==> src/rtl/dmem_arb_pkg.sv <==
// Shared types and constants for the data-memory arbiter.
package dmem_arb_pkg;

    typedef enum logic [1:0] {IDLE, GRANT, RESP} arb_state_t;
    typedef enum logic {REQ_CPU, REQ_DBG} req_id_t;

    localparam logic [63:0] LED_ADDR_DEF = 64'h8000;
    localparam logic [63:0] SW_ADDR_DEF  = 64'h8008;

    localparam int unsigned MEM_IDX_HI = 8;
    localparam int unsigned MEM_IDX_LO = 3;

endpackage

==> src/rtl/sync2.sv <==
// Two-flop synchroniser for slow asynchronous level inputs.
module sync2 #(
    parameter int unsigned W = 16
) (
    input  logic         clk,
    input  logic         reset,
    input  logic [W-1:0] d_i,
    output logic [W-1:0] q_o
);

    logic [W-1:0] meta_q;

    always_ff @(posedge clk or posedge reset) begin
        if (reset) begin
            meta_q <= '0;
            q_o    <= '0;
        end else begin
            meta_q <= d_i;
            q_o    <= meta_q;
        end
    end

endmodule

==> src/rtl/dmem_arbiter.sv <==
// Round-robin arbiter sharing dmem between CPU and debug ports, with LED/switch MMIO decode.
// Optional grant counters are enabled with `define DMEM_ARB_PERF_EN.
module dmem_arbiter
    import dmem_arb_pkg::*;
#(
    parameter int unsigned   N        = 64,
    parameter logic [N-1:0]  LED_ADDR = N'(LED_ADDR_DEF),
    parameter logic [N-1:0]  SW_ADDR  = N'(SW_ADDR_DEF)
) (
    input  logic         clk,
    input  logic         reset,

    input  logic         cpu_req,
    input  logic         cpu_we,
    input  logic [N-1:0] cpu_addr,
    input  logic [N-1:0] cpu_wdata,
    output logic [N-1:0] cpu_rdata,
    output logic         cpu_ack,

    input  logic         dbg_req,
    input  logic         dbg_we,
    input  logic [N-1:0] dbg_addr,
    input  logic [N-1:0] dbg_wdata,
    output logic [N-1:0] dbg_rdata,
    output logic         dbg_ack,

    output logic [5:0]   mem_addr,
    output logic         mem_we,
    output logic         mem_re,
    output logic [N-1:0] mem_wdata,
    input  logic [N-1:0] mem_rdata,

    input  logic [15:0]  sw_in,
    output logic [15:0]  led_out
`ifdef DMEM_ARB_PERF_EN
    ,
    input  logic         perf_clr,
    output logic [31:0]  cpu_grant_cnt,
    output logic [31:0]  dbg_grant_cnt
`endif
);

    arb_state_t   state_q;
    req_id_t      sel_q;
    req_id_t      last_grant_q;
    req_id_t      next_sel;
    logic         grant_entry;

    logic         g_we;
    logic [N-1:0] g_addr;
    logic [N-1:0] g_wdata;
    logic         is_led;
    logic         is_sw;
    logic         is_mmio;
    logic [N-1:0] rd_val;
    logic [15:0]  sw_sync;

    sync2 #(
        .W (16)
    ) u_sw_sync (
        .clk   (clk),
        .reset (reset),
        .d_i   (sw_in),
        .q_o   (sw_sync)
    );

    // On a tie the requester that did not win last time goes next.
    always_comb begin
        grant_entry = (state_q == IDLE) && (cpu_req || dbg_req);
        if (cpu_req && dbg_req) begin
            next_sel = (last_grant_q == REQ_CPU) ? REQ_DBG : REQ_CPU;
        end else if (cpu_req) begin
            next_sel = REQ_CPU;
        end else begin
            next_sel = REQ_DBG;
        end
    end

    always_comb begin
        g_we    = (sel_q == REQ_CPU) ? cpu_we    : dbg_we;
        g_addr  = (sel_q == REQ_CPU) ? cpu_addr  : dbg_addr;
        g_wdata = (sel_q == REQ_CPU) ? cpu_wdata : dbg_wdata;
        is_led  = (g_addr == LED_ADDR);
        is_sw   = (g_addr == SW_ADDR);
        is_mmio = is_led || is_sw;
        if (is_led) begin
            rd_val = {{(N-16){1'b0}}, led_out};
        end else if (is_sw) begin
            rd_val = {{(N-16){1'b0}}, sw_sync};
        end else begin
            rd_val = mem_rdata;
        end
    end

    // Decoded from the state so an asynchronous reset kills mem_we at once.
    always_comb begin
        mem_addr  = '0;
        mem_we    = 1'b0;
        mem_re    = 1'b0;
        mem_wdata = '0;
        if (state_q == GRANT && !is_mmio) begin
            mem_addr  = g_addr[MEM_IDX_HI:MEM_IDX_LO];
            mem_we    = g_we;
            mem_re    = !g_we;
            mem_wdata = g_wdata;
        end
    end

    assign cpu_ack = (state_q == RESP) && (sel_q == REQ_CPU);
    assign dbg_ack = (state_q == RESP) && (sel_q == REQ_DBG);

    always_ff @(posedge clk or posedge reset) begin
        if (reset) begin
            state_q      <= IDLE;
            sel_q        <= REQ_CPU;
            last_grant_q <= REQ_DBG;
            cpu_rdata    <= '0;
            dbg_rdata    <= '0;
            led_out      <= '0;
        end else begin
            case (state_q)
                IDLE: begin
                    if (grant_entry) begin
                        sel_q        <= next_sel;
                        last_grant_q <= next_sel;
                        state_q      <= GRANT;
                    end
                end
                GRANT: begin
                    if (!g_we) begin
                        if (sel_q == REQ_CPU) begin
                            cpu_rdata <= rd_val;
                        end else begin
                            dbg_rdata <= rd_val;
                        end
                    end else if (is_led) begin
                        led_out <= g_wdata[15:0];
                    end
                    state_q <= RESP;
                end
                RESP:    state_q <= IDLE;
                default: state_q <= IDLE;
            endcase
        end
    end

`ifdef DMEM_ARB_PERF_EN
    always_ff @(posedge clk or posedge reset) begin
        if (reset) begin
            cpu_grant_cnt <= '0;
            dbg_grant_cnt <= '0;
        end else if (perf_clr) begin
            cpu_grant_cnt <= '0;
            dbg_grant_cnt <= '0;
        end else if (grant_entry) begin
            if (next_sel == REQ_CPU && cpu_grant_cnt != 32'hFFFF_FFFF) begin
                cpu_grant_cnt <= cpu_grant_cnt + 32'd1;
            end
            if (next_sel == REQ_DBG && dbg_grant_cnt != 32'hFFFF_FFFF) begin
                dbg_grant_cnt <= dbg_grant_cnt + 32'd1;
            end
        end
    end
`endif

endmodule

==> config.mk <==
export PLATFORM = sky130hd
export DESIGN_NAME = dmem_arbiter
export DESIGN_NICKNAME = d
export VERILOG_FILES = /design/src/rtl/dmem_arb_pkg.sv /design/src/rtl/sync2.sv /design/src/rtl/dmem_arbiter.sv
export SDC_FILE = /design/constraint.sdc
export NUM_CORES = 1
export LEC_CHECK = 0
export CORE_AREA = 4 4 218 220
export DETAILED_ROUTE_END_ITERATION = 8
export DIE_AREA = 0 0 222 224
export PLACE_DENSITY = 0.57
export SYNTH_ARGS = -nofsm -noshare
export SYNTH_HDL_FRONTEND = slang
export SYNTH_SLANG_ARGS = --single-unit
==> constraint.sdc <==
create_clock -name clk -period 5.55 [get_ports clk]
set_input_delay 0.555 -clock clk [delete_from_list [all_inputs] [get_ports clk]]
set_output_delay 0.555 -clock clk [all_outputs]
set_load 0.1 [all_outputs]
==> run metrics <==
largest net degree at the start of global routing between 100 and 150; Avg Inst Size Synth 9.87 sq um; dpl hpwl 30,500 um; setup violators final 0; initial antenna violation count 4; Die Ht 224 um; max cap viols 0; post-synth net total 1,152; commonest non-fill, non-tap cell in the layout clkdlybuf4s50_1; top cell type's share of synthesized area 0.561; top fanout value on the critical path 71; Post-CTS Setup Inserts 0; Initial Utilization 0.176; Max-Slew Margin vs Limit 0.229; area of the die 49,700 sq um; Max Clk Rate 0.218 GHz; Final GP Congestion 0.946; via count about 8,000; power per standard cell area 707 nW/um^2; setup TNS 0 ns; switching share of power 0.615; DRC 0; fin crit share 0.828; status complete, no violations; LEAKAGE 6.56 nW; Synth cell types 30; Max Transition Viols Final 0; Layout Skew 0.00845 ns; Synth area leaders dfrtp_1, mux2i_1, nand2_1; total clock sinks 180; Antenna Nets Post-Route 0; critical path startpoint category flop; I/O Pins 560; Area Growth Syn to Fin 85.2%; TritonRoute pass-1 iters 4; most frequent cells in the layout clkdlybuf4s50_1, nand2_1, dfrtp_1; DP Cell Count roughly 1,900; met3 WL post-DR 2640 um; port buffer count 559; Period minus WS final 4.60 ns; peak supply drop between 0.4 and 0.5 mV; Critical Path AT 4.04 ns; Post-Synthesis Cell Area 7990 sq um; Critical Path Max Stage Delay 1.00 ns; vias in the first global route approximately 8,300; drt initial violations ~420; CTS clock-pin slew for the worst setup and hold paths ~0.070 ns; sw power around 6.4 mW; share of layout cells above drive strength 1 0.0692; core area roughly 45,000 sq um; final wirelength between 30,000 and 40,000 um; Ys Warns 0; register share of total power 0.191; via/cell ratio 3.99; global-route wire length before repair around 54,000 um; CTS tree yes; hold_buf cts 0; routed length per instance 19.1 um; Nets 1,688; highest routed layer met5; crit-path cells buf_4 > nor4b_1 > nand4_1 > nor3_1 > o221ai_4 > nand2_2 > buf_12 > nor2_1 > clkdlybuf4s50_1; CTS Buf Count 17; Crit-path slowest cell clkdlybuf4s50_1; path category of the worst min-delay check flop to flop; Mapped Cells 810; combinational share of power 0.692; RSZ-0062 raised after global routing no; worst slew pin tran 1.15 ns; Crit. End Element output port; htree depth 4; P_int roughly 4 mW; clock share of power 0.117; final hold viol count 0; Synth Register Bits 180; die width 222 um; clock root buffer clkbuf_16; CTS Buffer Depth 2; Layout Cells excl Fill roughly 2,000; Yosys top cell by area dfrtp_1; CP Class flop to output port; post-synthesis sequential area ratio 0.564; row count 78; met2 wire length 18,600 um; Overflow after GRT 0; Worst EP required 4.99 ns; WL met1 15,300 um; CTS resizes 0; GRT Util Overall 0.146; worst-skew pair later-pin latency 0.44 ns
[state kept, by name, indices dropped and copies added (netlist names)]
name / count
cpu_rdata: 64
dbg_rdata: 64
led_out: 16
u_sw_sync.meta_q: 16
u_sw_sync.q_o: 16
state_q: 2
last_grant_q: 1
sel_q: 1
[logic make-up (layout without fill, tap and decap cells)]
| logic type | Yosys count | count (layout) | synth area share |
|---|---|---|---|
| DFF | 180 | 180 | 0.564 |
| other | 0 | 3 | 0 |
| AOI/OAI and AO/OA | 133 | 133 | 0.0849 |
| and+or+nand+nor | 306 | 306 | 0.162 |
| buffers and inverters | 72 | 621 | 0.0374 |
| muxes | 119 | 119 | 0.152 |
[cell type report]
class | instances | area [sq um]
Fill cell | 4725 | 30500
Sequential cell | 180 | 4510
Multi-Input combinational cell | 558 | 3220
Tap cell | 600 | 751
Antenna cell | 3 | 7.51
Inverter | 17 | 71.3
Timing Repair Buffer | 572 | 5650
Clock buffer | 17 | 425
Clock inverter | 15 | 164
[per-stage QoR]
step                      setup slack, ns   util  power [mW]  cell area (sq um)  hold WS, ns
after global placement               1.30  0.314        9.30              14200        0.332
after CTS                           0.873  0.327        10.6              14800        0.351
after detailed placement             1.34  0.314        9.34              14200        0.335
after global routing                0.671  0.327        10.9              14800        0.354
after floorplan                     0.110      -        7.41               7990        0.331
final                               0.953  0.327        10.5              14800        0.348
[final timing paths]
kind | startpoint | end | slack (ns) | cells past startpoint
max | sel_q$_DFFE_PP0P_ | mem_re | 0.95 | 9
min | u_sw_sync.meta_q[13]$_DFF_PP0_ | u_sw_sync.q_o[13]$_DFF_PP0_ | 0.35 | 0
max reg2reg | sel_q$_DFFE_PP0P_ | dbg_rdata[12]$_DFFE_PP0P_ | 2.09 | 8
min reg2reg | u_sw_sync.meta_q[13]$_DFF_PP0_ | u_sw_sync.q_o[13]$_DFF_PP0_ | 0.35 | 0
max in group asynchronous | reset | sel_q$_DFFE_PP0P_ | 3.73 | 3
min in group asynchronous | reset | cpu_rdata[62]$_DFFE_PP0P_ | 0.65 | 2
[power groups by stage]
| stage | Combinational, mW | Sequential, mW | Clock (mW) |
|---|---|---|---|
| after floorplan | 2.44 | 4.97 | 0 |
| after detailed placement | 7.31 | 2.04 | 0 |
| final | 7.24 | 2.00 | 1.22 |
| after global routing | 7.48 | 2.07 | 1.33 |
| after global placement | 7.28 | 2.02 | 0 |
| after CTS | 7.32 | 2.01 | 1.27 |
[worst max-delay path, delay by kind of cell, from the launching register on]
| family | cells | cell delay (ns) |
|---|---|---|
| compound gates | 1 | 0.17 |
| buf+inv | 3 | 1.65 |
| flops | 1 | 0.50 |
| simple gates | 5 | 1.26 |
[routing by layer]
layer	GRT usage	vias to the layer above
li1	-	3831
met1	0.176	3629
met2	0.254	328
met3	0.0394	38
met4	0.0458	2
met5	0	-
[Yosys cell counts]
cell	number
o21a_1	1
nor4_1	24
dfstp_2	1
and3b_1	1
nor3b_1	1
nand3b_1	1
mux2i_1	101
and3_1	1
nor2_1	77
a31oi_1	1
o21ai_0	7
a21oi_1	1
o21ai_1	121
nand4b_1	1
mux2_2	17
buf_6	2
inv_1	17
a32o_1	1
nand2_1	181
nand4_1	8
nor3_1	2
nor2b_1	1
o221ai_1	1
or3_1	2
nor4_2	1
dfrtp_1	179
mux2i_2	1
clkbuf_1	42
nor4b_1	5
buf_2	11
Note: power is estimated with default switching activity, not from simulation.
